<file path="src/rtl/present_pkg.sv">
// ============================================================================
// Package     : present_pkg
// Description : Shared PRESENT-80 primitives: S-box tables, bit permutation
//               layers, forward/inverse key-schedule steps and the FSM state
//               type of the on-the-fly decryption core.
// Ports       : none (package)
// Revision    : 1.0 - initial release
// ============================================================================
`default_nettype none

package present_pkg;

  localparam int KEY_W   = 80;
  localparam int BLOCK_W = 64;
  localparam int ROUNDS  = 31;

  // Round-counter value of the last key-schedule step / first inverse round.
  localparam logic [4:0] RC_LAST = 5'(ROUNDS);

  localparam logic [3:0] SBOX [16] = '{
    4'hC, 4'h5, 4'h6, 4'hB, 4'h9, 4'h0, 4'hA, 4'hD,
    4'h3, 4'hE, 4'hF, 4'h8, 4'h4, 4'h7, 4'h1, 4'h2
  };

  localparam logic [3:0] INV_SBOX [16] = '{
    4'h5, 4'hE, 4'hF, 4'h8, 4'hC, 4'h1, 4'h2, 4'hD,
    4'hB, 4'h4, 4'h6, 4'h3, 4'h0, 4'h7, 4'h9, 4'hA
  };

  typedef enum logic [2:0] {
    IDLE    = 3'd0,
    KEY_FWD = 3'd1,
    WHITEN  = 3'd2,
    ROUND   = 3'd3,
    DONE    = 3'd4
  } state_e;

  // Bit i moves to position 16*i mod 63; bit 63 stays in place.
  function automatic logic [BLOCK_W-1:0] p_layer(input logic [BLOCK_W-1:0] s);
    logic [BLOCK_W-1:0] o;
    o = '0;
    for (int i = 0; i < 63; i++) begin
      o[(i * 16) % 63] = s[i];
    end
    o[63] = s[63];
    return o;
  endfunction

  function automatic logic [BLOCK_W-1:0] inv_p_layer(input logic [BLOCK_W-1:0] s);
    logic [BLOCK_W-1:0] o;
    o = '0;
    for (int i = 0; i < 63; i++) begin
      o[i] = s[(i * 16) % 63];
    end
    o[63] = s[63];
    return o;
  endfunction

  // K(i) -> K(i+1): rotate left 61, S-box top nibble, XOR counter into [19:15].
  function automatic logic [KEY_W-1:0] key_update(input logic [KEY_W-1:0] k,
                                                  input logic [4:0]       rc);
    logic [KEY_W-1:0] r;
    r          = {k[18:0], k[79:19]};
    r[79:76]   = SBOX[r[79:76]];
    r[19:15]   = r[19:15] ^ rc;
    return r;
  endfunction

  // K(i+1) -> K(i): exact reverse order of key_update.
  function automatic logic [KEY_W-1:0] inv_key_update(input logic [KEY_W-1:0] k,
                                                      input logic [4:0]       rc);
    logic [KEY_W-1:0] r;
    r          = k;
    r[19:15]   = r[19:15] ^ rc;
    r[79:76]   = INV_SBOX[r[79:76]];
    r          = {r[60:0], r[79:61]};
    return r;
  endfunction

endpackage

`default_nettype wire

</file>
<file path="src/rtl/present_inv_round.sv">
// ============================================================================
// Module      : present_inv_round
// Description : Combinational PRESENT-80 inverse round. Steps the key
//               schedule back one position and applies inverse permutation,
//               inverse S-box layer and the recovered round key.
// Ports       : state_i [63:0] - cipher state entering the round
//               key_i   [79:0] - key register holding K(rc+1)
//               rc_i    [4:0]  - round counter of this round
//               state_o [63:0] - cipher state after the round
//               kp_o    [79:0] - recovered key register K(rc)
// Revision    : 1.0 - initial release
// ============================================================================
`default_nettype none

module present_inv_round
  import present_pkg::*;
(
  input  logic [BLOCK_W-1:0] state_i,
  input  logic [KEY_W-1:0]   key_i,
  input  logic [4:0]         rc_i,
  output logic [BLOCK_W-1:0] state_o,
  output logic [KEY_W-1:0]   kp_o
);

  logic [BLOCK_W-1:0] w_pinv;
  logic [BLOCK_W-1:0] w_sinv;

  assign kp_o   = inv_key_update(key_i, rc_i);
  assign w_pinv = inv_p_layer(state_i);

  for (genvar g = 0; g < 16; g++) begin : g_inv_sbox
    assign w_sinv[4*g +: 4] = INV_SBOX[w_pinv[4*g +: 4]];
  end

  // The round key is the top 64 bits of the recovered key register.
  assign state_o = w_sinv ^ kp_o[79:16];

endmodule

`default_nettype wire

</file>
<file path="src/rtl/present_dec_otf.sv">
// ============================================================================
// Module      : present_dec_otf
// Description : PRESENT-80 decryption core with on-the-fly round keys. Walks
//               the key schedule forward to K32, whitens, then runs 31 inverse
//               rounds while stepping the schedule backwards. Optionally
//               caches K32 with its master key to skip expansion on reuse.
// Ports       : clk        - clock
//               rst        - synchronous active-high reset
//               start      - operation request (accepted in IDLE/DONE)
//               key [79:0] - master key, sampled with start
//               block_i    - ciphertext, sampled with start
//               busy       - operation in progress
//               block_o    - plaintext, held until next result
//               end_signal - result valid (DONE state)
// Revision    : 1.0 - initial release
// ============================================================================
`default_nettype none

module present_dec_otf
  import present_pkg::*;
#(
  parameter bit CACHE_KEY = 1'b1
) (
  input  logic               clk,
  input  logic               rst,
  input  logic               start,
  input  logic [KEY_W-1:0]   key,
  input  logic [BLOCK_W-1:0] block_i,
  output logic               busy,
  output logic [BLOCK_W-1:0] block_o,
  output logic               end_signal
);

  state_e             fsm_q;
  logic [BLOCK_W-1:0] data_q;
  logic [KEY_W-1:0]   key_q;
  logic [KEY_W-1:0]   master_q;
  logic [4:0]         rc_q;
  logic [KEY_W-1:0]   cache_k32_q;
  logic [KEY_W-1:0]   cache_master_q;
  logic               cache_valid_q;
  logic               busy_q;
  logic [BLOCK_W-1:0] block_q;
  logic               end_q;

  logic [BLOCK_W-1:0] state_d;
  logic [KEY_W-1:0]   key_d;
  logic               w_cache_hit;

  present_inv_round u_inv_round (
    .state_i (data_q),
    .key_i   (key_q),
    .rc_i    (rc_q),
    .state_o (state_d),
    .kp_o    (key_d)
  );

  assign w_cache_hit = CACHE_KEY && cache_valid_q && (key == cache_master_q);

  always_ff @(posedge clk) begin
    if (rst) begin
      fsm_q          <= IDLE;
      data_q         <= '0;
      key_q          <= '0;
      master_q       <= '0;
      rc_q           <= '0;
      cache_k32_q    <= '0;
      cache_master_q <= '0;
      cache_valid_q  <= 1'b0;
      busy_q         <= 1'b0;
      block_q        <= '0;
      end_q          <= 1'b0;
    end else begin
      case (fsm_q)
        IDLE, DONE: begin
          if (start) begin
            data_q   <= block_i;
            master_q <= key;
            end_q    <= 1'b0;
            busy_q   <= 1'b1;
            if (w_cache_hit) begin
              key_q <= cache_k32_q;
              fsm_q <= WHITEN;
            end else begin
              key_q <= key;
              rc_q  <= 5'd1;
              fsm_q <= KEY_FWD;
            end
          end
        end

        KEY_FWD: begin
          key_q <= key_update(key_q, rc_q);
          if (rc_q == RC_LAST) begin
            fsm_q <= WHITEN;
          end else begin
            rc_q <= rc_q + 5'd1;
          end
        end

        WHITEN: begin
          // key_q holds K32 here whether expanded or taken from the cache.
          data_q <= data_q ^ key_q[79:16];
          if (CACHE_KEY) begin
            cache_k32_q    <= key_q;
            cache_master_q <= master_q;
            cache_valid_q  <= 1'b1;
          end
          rc_q  <= RC_LAST;
          fsm_q <= ROUND;
        end

        ROUND: begin
          data_q <= state_d;
          key_q  <= key_d;
          if (rc_q == 5'd1) begin
            block_q <= state_d;
            end_q   <= 1'b1;
            busy_q  <= 1'b0;
            fsm_q   <= DONE;
          end else begin
            rc_q <= rc_q - 5'd1;
          end
        end

        default: fsm_q <= IDLE;
      endcase
    end
  end

  assign busy       = busy_q;
  assign block_o    = block_q;
  assign end_signal = end_q;

endmodule

`default_nettype wire

</file>
<file path="config.mk">
export PLATFORM = sky130hd
export DESIGN_NAME = present_dec_otf
export DESIGN_NICKNAME = d
export VERILOG_FILES = /design/src/rtl/present_pkg.sv /design/src/rtl/present_inv_round.sv /design/src/rtl/present_dec_otf.sv
export SDC_FILE = /design/constraint.sdc
export NUM_CORES = 1
export LEC_CHECK = 0
export BUFFER_PORTS_ARGS = -buffer_cell sky130_fd_sc_hd__buf_2
export CORE_AREA = 4 4 322 324
export DETAILED_ROUTE_END_ITERATION = 12
export DIE_AREA = 0 0 326 328
export GPL_TIMING_DRIVEN = 1
export REMOVE_ABC_BUFFERS = 1
export SLEW_MARGIN = 20
export SYNTH_ARGS = -nofsm -noshare
export SYNTH_HDL_FRONTEND = slang
export SYNTH_SLANG_ARGS = --single-unit
</file>
<file path="constraint.sdc">
create_clock -name clk -period 3.9 [get_ports clk]
set_clock_uncertainty 0.05 [all_clocks]
set_input_delay 0.585 -clock clk [delete_from_list [all_inputs] [get_ports clk]]
set_output_delay 0.585 -clock clk [all_outputs]
set_load 0.01 [all_outputs]
</file>
Word level (Yosys, flattened, before mapping)

Memory sizes are Yosys's and may differ from the RTL's.
Cells that the tools add are included.

Multiplexer cells: 57
Magnitude comparators: 18
Eq/ne operators: 13
Bitwise operators: 22
Reduce and logical (&&, ||, !) cells: 14
Add/subtract/negate cells: 2

Operators by type and width:

| operator            | count |
|---|---|
| $pmux 80 s3         | 1 |
| $pmux 64 s3         | 1 |
| $mux 80             | 2 |
| $mux 4              | 36 |
| $xor 64x64->64      | 2 |
| $ge 5x5->1 const B  | 18 |
| $not 4->5           | 18 |
| $eq 80x80->1        | 1 |
| $mux 64             | 1 |
| $mux 5              | 4 |
| $pmux 5 s4          | 1 |
| $ne 2x2->1 const B  | 6 |
| $pmux 3 s4          | 1 |
| $xor 5x5->5         | 2 |
| $mux 3              | 3 |
| $reduce_and 2->1    | 4 |
| $eq 3x2->1 const B  | 2 |
| $reduce_and 3->1    | 2 |
| $reduce_bool 3->1   | 2 |
| $add 5x1->5 const B | 1 |
| $eq 5x1->1 const B  | 1 |
| $eq 5x5->1 const B  | 1 |
| $reduce_and 5->1    | 1 |
| $sub 5x1->5 const B | 1 |
| 10 further kinds    | 14 |

Memories: 18
Bits in read-only memories: 1152
Logic and storage cells: 155
Output and inout bits: 66
Flip-flop bits (word level): 459
Bits of input ports: 147

Memory list:

| memory           | depth | bits a word | read ports | clocked after Yosys merged registers in | wr ports | line                    | text |
|---|---|---|---|---|---|---|---|
| (name not given) | 16    | 4           | 1          | 0                                       | 0        | present_inv_round.sv:32 | `assign w_sinv[4*g +: 4] = INV_SBOX[w_pinv[4*g +: 4]];` |
| (name not given) | 16    | 4           | 1          | 0                                       | 0        | present_inv_round.sv:32 |  |
| (name not given) | 16    | 4           | 1          | 0                                       | 0        | present_inv_round.sv:32 |  |
| (name not given) | 16    | 4           | 1          | 0                                       | 0        | present_inv_round.sv:32 |  |
| (name not given) | 16    | 4           | 1          | 0                                       | 0        | present_inv_round.sv:32 |  |
| (name not given) | 16    | 4           | 1          | 0                                       | 0        | present_inv_round.sv:32 |  |
| +12 memories     | -     | -           | -          | -                                       | -        | -                       |  |

Depth between registers and ports, before layout

Gate-level depths: netlist (run 1).

Depth after elaboration: 6
Mapped depth: 10
Depth with buffers taken out: 9

By module

Synthesis (run 1) repeated with hierarchy kept, for this count alone.

Cell total of the unflattened synthesis: 3181
Area total of the unflattened synthesis: 25505.7 um^2

By module, submodules not included:

| module            | cells each | area each (um^2) | instances | sequential area each (um^2) |
|---|---|---|---|---|
| present_dec_otf   | 2640       | 20947.6          | 1         | 9188.8 |
| present_inv_round | 541        | 4558.1           | 1         | 0.0 |

Least setup slack after synthesis (run 1)

No wires, ideal clock.

Path type: input to register
Start point: in key[43]
End point: reg key_q[39]
Required time: 3.718 ns
Path slack: 1.215 ns
Stages: 9
Buffers on the path: 2
Arrival time: 2.502 ns
Setup time: 0.132 ns
Path through: xor2_1 > or4_1 > nor3_2 > nand3_2 > nor3_2 > buf_6 > buf_6 > mux2i_1 > a21oi_1

Word-level cells in the longest chain between the ends: 5

Ends and longest elaborated chain:

| element                | line                  | text |
|---|---|---|
| start: declaration     | present_dec_otf.sv:27 | `input logic [KEY_W-1:0] key,` |
| $eq 80x80->1           | present_dec_otf.sv:58 | `assign w_cache_hit = CACHE_KEY && cache_valid_q && (key == cache_master_q);` |
| $logic_and 1x1->1      | present_dec_otf.sv:58 |  |
| $mux 80                | present_dec_otf.sv:81 | `if (w_cache_hit) begin` |
| $mux 80                | present_dec_otf.sv:76 | `if (start) begin` |
| $pmux 80 s3            | present_dec_otf.sv:74 | `case (fsm_q)` |
| end signal: assignment | present_dec_otf.sv:82 | `key_q <= cache_k32_q;` |
| end signal: assignment | present_dec_otf.sv:85 | `key_q <= key;` |
| end signal: assignment | present_dec_otf.sv:93 | `key_q <= key_update(key_q, rc_q);` |
| end: declaration       | present_dec_otf.sv:36 | `logic [KEY_W-1:0] key_q;` |

Every way passes these cells. The select of a mux whose other input is x is not followed.
A chain may end at the register's enable or synchronous reset.

Worst setup path after layout (run 1)

Start point: reg cache_master_q[73]
End point: reg key_q[72]

Word-level cells in the longest chain between the ends: 5

Ends and longest elaborated chain:

| element                  | line                   | text |
|---|---|---|
| start: declaration       | present_dec_otf.sv:40  | `logic [KEY_W-1:0] cache_master_q;` |
| start signal: assignment | present_dec_otf.sv:106 | `cache_master_q <= master_q;` |
| $eq 80x80->1             | present_dec_otf.sv:58  |  |
| $logic_and 1x1->1        | present_dec_otf.sv:58  |  |
| $mux 80                  | present_dec_otf.sv:81  |  |
| $mux 80                  | present_dec_otf.sv:76  |  |
| $pmux 80 s3              | present_dec_otf.sv:74  |  |

Every way passes these cells. The select of a mux whose other input is x is not followed.

==> metrics list, run 1 <==
* Status: finished clean
- CTS H-Tree Depth: 2
- CTS placed an instance of sky130_fd_sc_hd__clkbuf_16 at the clock tree root.
- After Yosys synthesis, and, or, nand and nor cells account for 17.5% of the synthesized area.
* Startpoint Class: flip-flop
- Setup repair after global routing left no endpoint under its margin.
- The netlist uses 50 different library cells.
* Number of sinks handled by clock tree synthesis: roughly 460
* Achievable frequency: 333 MHz
* Antenna viol nets, final: 0
- By area the synthesized netlist is led by sky130_fd_sc_hd__dfxtp_1 37%, sky130_fd_sc_hd__a21oi_1 10%, sky130_fd_sc_hd__nand2_1 9.8%.
- Counting flops with an async set or reset pin after synthesis yields a share of 0%.
* Xor/xnor share of the synthesized area: ~7%
- Final critical path time including I/O delays and setup: 3.00 ns
* Wirelength, routed: 95600 um
- Total of endpoints with negative setup slack in the final report: 0
- Most Frequent Cell on Critical Path: sky130_fd_sc_hd__nand4_1
* Total number of nets in the final design: 3438
- Critical-path maximum fanout: 56
- Final sum of negative setup slack: 0 ns
- The area growth from synthesis to layout is 15.7%.
* Fraction of the mapped netlist area in adder cells: under 10%
- The worst path uses 76.9% of the clock period.
- On the worst path, the slowest cell contributes a delay of between 0.7 and 0.8 ns.
- Vert. Die Dim: 328 um
- The die covers 107000 um^2.
- Clock latency on the worst-skew pair, taken at its later pin, is 0.63 ns.
- Starting density of the core: 24.7%
- TritonCTS created 49 clock buffers.
- I/O pin total: 213
- Top cell types by occurrence after synthesis: 654 x sky130_fd_sc_hd__nand2_1, 503 x sky130_fd_sc_hd__a21oi_1, 459 x sky130_fd_sc_hd__dfxtp_1
- STA classifies the critical path endpoint as a flip-flop.
* Cells on worst reg2reg path: 8
* Highest-delay cell along the critical path: sky130_fd_sc_hd__nor4_1
* Post-Syn Instances: between 3000 and 4000
* Worst slew margin relative to its limit: 22.6%
- Portion of the post-synthesis area used by sequential elements: 36.8%
- Dividing total power by cell area gives a power density of 429 nW/um^2.
- Maximum buffer depth of the clock tree: 3
- Cell depth of the worst setup path: 8
- Static Leak: 10.3 nW
- Max-cap violations in this run came to 0.
- Among all cell types in the netlist, the one instantiated most often is sky130_fd_sc_hd__nand2_1.
* Fin. Hold Viols: 0
* Number of global-route vias before repair: 20823
- Count of hold buffers inserted by post-cts repair: 0
* DRC violation count after routing: 0
* Area share of the leading cell type in the synthesized netlist: between 30% and 40%
- For this run the aggregate overflow at the end of global routing stands at 0.
- Share of layout cells above drive strength 1: between 10 and 15%
* Average via count per standard cell: 5.00
- Data arrival at the endpoint of the critical path: between 3 and 4 ns
* Required time of the worst setup path: about 4.3 ns
- TritonCTS clock tree: yes
- Initial antenna violation count: 28
* Vias: 23010
* Largest family of logic cells by synthesized area: compound AO/OA/AOI/OAI gates
- Number of DRC markers after the initial detailed-route iteration: between 2000 and 2500
- Synth area leader: sky130_fd_sc_hd__dfxtp_1
* Register clock-pin slew on the reported worst setup and hold paths: approximately 0.06 ns
* WL/cell: about 21 um
- The core region is 101000 um^2.
- Yosys warnings: 0
* Area fraction in compound gates after synthesis: 18.2%
* Routability-driven placement congestion ratio: roughly 0.92
- IR Drop Worst-Case VDD: 0.311 mV
- The number of buffers and inverters on the critical path is 1.
* Hold Path Stages: 3
- Global routing used 17.0% of the available tracks.
* Max-slew violation count: 0
- EDFF count, synth: 0
- Path type of the worst setup path: flip-flop to flip-flop
* Buffers inserted by post-CTS timing repair: 0
- The completed layout was analyzed and its total power is 0.0124 W.
* Post-route core utilization: 28.6%
- Average size of a mapped cell: 7.92 um^2
- Initial DRT Pass Iterations: 5
- Pin slew with the least headroom to its limit: 1.16 ns
- Cell family contributing the most delay on the critical path: simple AND/OR/NAND/NOR gates
- Critical path, cell by cell: nand2b_1 > nand4_1 > nor4_1 > nand4_1 > nor3_4 > buf_12 > mux2i_1 > a21oi_1
* Multiplexer share of the synthesized area: 10.1%
- After synthesis the cells add up to 25000 um^2.
- Prevailing post-synth register cell: sky130_fd_sc_hd__dfxtp_1
* Largest net degree at the start of global routing: 173
* Worst hold path class: primary input to flip-flop
- The floorplan has 117 rows.
* Flip-flop and latch count after synthesis: 459
- Post-cts sizing count: 0
- Detailed placement ended at an HPWL of around 70000 um.
- The floorplan step set the die width to 326 um.
- First-pass GRT wire length: 139000 um
- Buffers placed on the I/O ports in this run total between 200 and 250.
-- cells by family (layout without fill, tap and decap cells) --
family | count (synthesis) | count (layout)
AND/OR/NAND/NOR | 1046 | 1046
AO/OA/AOI/OAI | 792 | 792
flip-flops | 459 | 459
buffers and inverters | 327 | 394
multiplexers | 227 | 227
XOR/XNOR | 199 | 199
adder cells (fa/ha/maj) | 107 | 107
other | 0 | 7
-- through the flow --
stage	hold slack (ns)	setup slack, ns	std cells	instance area (um^2)
final	0.179	0.901	4599	28900
after global routing	0.161	0.735	4592	28900
after CTS	0.147	0.952	4592	28900
after detailed placement	0.393	0.551	4501	27100
after global placement	0.387	0.624	4501	27100
after floorplan	0.376	-7.67	2896	24000
-- path summary, 6_finish.rpt --
check                          start            endpoint  slack [ns]
setup reg to reg  cache_master_q[73]           key_q[72]        0.90
hold reg to reg         master_q[29]  cache_master_q[29]        0.39
hold / removal           block_i[63]          data_q[63]        0.18
setup / recovery  cache_master_q[73]           key_q[72]        0.90
-- per-layer routing --
layer  GRT usage [%]  share of wire (%)  up-vias
met2            26.8                 44      958
li1                -                  -    10889
met5               0              0.014        -
met4            4.51                2.8        2
met1            24.0                 44    11008
met3            2.91                8.8      153
-- worst reg2reg max path, cell delays in order, from the launching register on --
cell	delay, ns
sky130_fd_sc_hd__dfxtp_1	0.38
sky130_fd_sc_hd__nand2b_1	0.15
sky130_fd_sc_hd__nand4_1	0.10
sky130_fd_sc_hd__nor4_1	0.77
sky130_fd_sc_hd__nand4_1	0.28
sky130_fd_sc_hd__nor3_4	0.25
sky130_fd_sc_hd__buf_12	0.38
sky130_fd_sc_hd__mux2i_1	0.37
sky130_fd_sc_hd__a21oi_1	0.09
-- report_power, final --
part | switching [W] | total, W | internal [W] | leakage (nW)
Clock | 0.00214 | 0.00523 | 0.00310 | 0.891
Sequential | 0.000488 | 0.00536 | 0.00487 | 3.74
Combinational | 0.00111 | 0.00181 | 0.000697 | 5.64
-- cell type report --
cell class	count	area, um^2
timing repair buffer	237	1360
clock buffer	68	1460
fill	10945	72200
multi-input combinational	2371	14600
antenna	7	17.5
sequential	459	9200
inverter	66	248
clock inverter	23	347
tap	1368	1710
-- flip-flops by register name (all words and copies together) (netlist names) --
signal          cells
cache_k32_q        80
cache_master_q     80
key_q              80
master_q           80
block_o            64
data_q             64
rc_q                5
fsm_q               3
busy                1
cache_valid_q       1
end_signal          1
-- placed cells by master, fill, tap and decap left out, types with 7 or more instances in the layout --
cell / n
sky130_fd_sc_hd__nand2_1: 651
sky130_fd_sc_hd__a21oi_1: 503
sky130_fd_sc_hd__xor2_1: 86
sky130_fd_sc_hd__clkinv_2: 9
sky130_fd_sc_hd__nand4_1: 41
sky130_fd_sc_hd__ha_1: 107
sky130_fd_sc_hd__a21o_1: 7
sky130_fd_sc_hd__nand3_1: 10
sky130_fd_sc_hd__nor4_1: 23
sky130_fd_sc_hd__inv_1: 66
sky130_fd_sc_hd__clkbuf_16: 49
sky130_fd_sc_hd__mux4_2: 19
sky130_fd_sc_hd__buf_12: 8
sky130_fd_sc_hd__nor3_1: 14
sky130_fd_sc_hd__a211oi_1: 82
sky130_fd_sc_hd__nand2b_1: 64
sky130_fd_sc_hd__xnor2_1: 113
sky130_fd_sc_hd__o21ai_0: 84
sky130_fd_sc_hd__buf_4: 17
sky130_fd_sc_hd__buf_2: 211
sky130_fd_sc_hd__a221oi_1: 11
sky130_fd_sc_hd__clkbuf_8: 16
sky130_fd_sc_hd__mux2i_1: 206
sky130_fd_sc_hd__o22ai_1: 19
sky130_fd_sc_hd__o31ai_1: 8
sky130_fd_sc_hd__diode_2: 7
sky130_fd_sc_hd__dfxtp_1: 457
sky130_fd_sc_hd__a311oi_1: 55
sky130_fd_sc_hd__nor2_1: 209
sky130_fd_sc_hd__bufinv_16: 7
Note: power is estimated with default switching activity, not from simulation.
==> inputs of run 2 (changes only) <==
==> constraint.sdc (replaced) <==
create_clock -name clk -period 2.56 [get_ports clk]
set_clock_uncertainty 0.05 [all_clocks]
set_input_delay 0.384 -clock clk [delete_from_list [all_inputs] [get_ports clk]]
set_output_delay 0.384 -clock clk [all_outputs]
set_load 0.01 [all_outputs]
==> run 2 against run 1 <==
The run now ends with setup timing left. Cell area grew 8.3%. Routed wire length up 3.7%. First-iteration DRC count increased by 0.98%. Critical path type unchanged. Highest routed layer unchanged.
==> metrics list, run 2 (same netlist as run 1, synthesis figures left out) <==
* Maximum buffer depth of the clock tree: 3 (unchanged)
* Leftover overflow at the end of global routing: 0 (unchanged)
- Initial antenna violation count: 32 (+14%)
- The overall die width was 326 um (unchanged).
* Max-slew violation count: 0 (unchanged)
* Leading cell type in the layout, fill and taps excluded: sky130_fd_sc_hd__nand2_1
- Area Growth Syn to Fin: 25.4%
* Number of standard cells in the final layout excluding fillers: 4859 (+5.7%)
* Post-DP HPWL: 74100 um (+7.9%)
- Post-route core utilization: 31.0% (+2.4 points)
- Count of port buffers added during placement: 212 (unchanged)
- The area of the core is 101000 um^2 (unchanged).
* Final design instance area without fill: 31300 um^2 (+8.3%)
* Vias: 24014 (+4.4%)
- The overall routing resource usage was 17.8% (+0.79 points).
- Pin slew with the least headroom to its limit: 0.722 ns (-0.439 ns)
- Achievable frequency: 390 MHz (+17%)
- The final reports fail on setup timing.
* Largest net degree at the start of global routing: 116 (-33%)
- Total number of nets in the final design: 3692 (+7.4%)
* Total of endpoints with negative setup slack in the final report: 2 (+2)
* Power density relative to cell area: 609 nW/um^2 (+42%)
- Required time of the worst setup path: 3.01 ns (-1.28 ns)
- DP Cell Count: 4700 (+4.4%)
* I/O pin total: 213 (unchanged)
* Number of global-route vias before repair: 22501 (+8.1%)
- The maximum ir drop on the vdd rail came to 0.471 mV (+51%).
- Clock latency on the worst-skew pair: 0.66 ns (+0.03 ns)
- The min-delay analysis places its worst path in the category primary input to flip-flop.
- Share of layout cells above drive strength 1: 16.7% (+5.5 points)
* Register clock-pin slew on the reported worst setup and hold paths: 0.07 ns (about the same)
* Average via count per standard cell: 4.94 (-1.2%)
- Area after detailed placement: 28900 um^2 (+6.7%)
* Die Outline Area: 107000 um^2 (unchanged)
- Routability-driven placement congestion ratio: 0.927 (+1.1%)
* Number of sinks handled by clock tree synthesis: 459 (unchanged)
- The number of search-and-repair iterations in the first detailed-routing pass came to 5 (unchanged).
- The worst slack on hold paths came to 0.00763 ns (-0.171 ns).
- RSZ-0062 raised after global routing: true
- Fillers: 10716 (-2.1%)
* Worst slew margin relative to its limit: 51.8% (+29 points)
- Startpoint Class: flip-flop
* Wirelength, routed: 99200 um (+3.7%)
- The minimum period implied by the final worst setup slack was 2.57 ns (-0.433 ns).
- Path type of the worst setup path: flip-flop to flip-flop
* CTS H-Tree Depth: 2 (unchanged)
- The routed length per instance came to 20.4 um (-1.8%).
- Least setup slack across all paths after layout: -0.00602 ns (-0.907 ns)
* Static Leak: 11.6 nW (+13%)
* Final sum of negative setup slack: -0.0108 ns (-0.0108 ns)
- Fin. Hold Viols: 0 (unchanged)
* Number of placement rows: 117 (unchanged)
- The number of buffers inserted during clock tree synthesis came to 52 (+6.1%).
* Commonest cells after routing, fill and taps aside: 651 x sky130_fd_sc_hd__nand2_1, 501 x sky130_fd_sc_hd__a21oi_1, 456 x sky130_fd_sc_hd__dfxtp_1, 211 x sky130_fd_sc_hd__buf_2, 209 x sky130_fd_sc_hd__nor2_1
- DRC violation count after routing: 0 (unchanged)
- Status: finished with violations
* Starting density of the core: 24.7% (unchanged)
- STA classifies the critical path endpoint as a flip-flop.
* MaxCap Viol Count: 0 (unchanged)
- Period Utilization, post-route: 100% (+23 points)
- The first-pass GRT wire length was 146000 um (+5.0%).
- Master cell of the clock root buffer: sky130_fd_sc_hd__clkbuf_16
- Number of DRC markers after the initial detailed-route iteration: 2370 (+0.98%)
* Antenna viol nets, final: 0 (unchanged)
* TritonCTS clock tree: yes
* Data arrival at the endpoint of the critical path: 3.02 ns (-0.37 ns)
- The y dimension of the die came to 328 um (unchanged).
- The critical-path maximum fanout was 14 (-75%).
==> run 2: changes by cell type in the layout (fill, tap and decap cells not counted), moves of 5 or more <==
cell / delta
sky130_fd_sc_hd__buf_12: +27
sky130_fd_sc_hd__clkbuf_8: -8
sky130_fd_sc_hd__buf_4: +170
sky130_fd_sc_hd__clkinv_2: +6
sky130_fd_sc_hd__dlygate4sd3_1: +48
sky130_fd_sc_hd__nor4_1: -5
sky130_fd_sc_hd__clkinvlp_4: +5
==> run 2: timing repair <==
action	in CTS	in global routing
cloned	0	1
endpoints found under the hold margin	48	0
pin swaps	4	12
endpoints found under the setup margin	39	80
buffers inserted	3	0
resized for setup	2	21
hold buffers	48	0
==> run 2: final timing paths <==
kind | depth (start not counted) | to | slack [ns] | from
min | 3 | data_q[55] | 0.008 | block_i[55]
max | 9 | key_q[12] | -0.006 | cache_master_q[43]
min reg2reg | 2 | cache_master_q[1] | 0.36 | master_q[1]
max reg2reg | 9 | key_q[12] | -0.006 | cache_master_q[43]
==> run 2: layer usage <==
layer	share of wire, %	GRT usage, %	up-vias
li1	-	-	11417
met1	43	23.8	11534
met2	46	29.0	860
met3	8.1	3.60	187
met4	3.4	5.29	16
met5	0.11	0	-
==> run 2: worst max-delay path, stage by stage, from the launching register on <==
cell,delay (ns)
sky130_fd_sc_hd__dfxtp_2,0.33
sky130_fd_sc_hd__xor2_2,0.16
sky130_fd_sc_hd__or4_1,0.54
sky130_fd_sc_hd__nor3_2,0.16
sky130_fd_sc_hd__nand3_2,0.21
sky130_fd_sc_hd__nor3_4,0.29
sky130_fd_sc_hd__buf_12,0.19
sky130_fd_sc_hd__buf_12,0.17
sky130_fd_sc_hd__mux2i_1,0.21
sky130_fd_sc_hd__a21oi_1,0.09
==> run 2: area by class of cell <==
cell class	instances	area [um^2]	share of cell area, %
antenna	11	27.5	0.0878
clock buffer	67	1440	4.59
clock inverter	29	297	0.946
inverter	66	248	0.791
multi-input combinational	2371	14700	46.8
sequential	459	9200	29.3
tap	1368	1710	5.46
timing repair buffer	488	3740	11.9
==> run 2: power by group <==
part           total (W)  internal, W  switching [W]
Clock            0.00769      0.00431        0.00337
Sequential       0.00803      0.00742       0.000608
Combinational    0.00337      0.00142        0.00196
==> run 2: metrics by stage <==
step | total power, W | setup WS (ns)
floorplan | 0.00970 | -9.01
global placement | 0.0114 | -0.196
detailed placement | 0.0114 | -0.232
CTS | 0.0191 | 0.00924
global route | 0.0198 | -0.0901
finish | 0.0191 | -0.00602
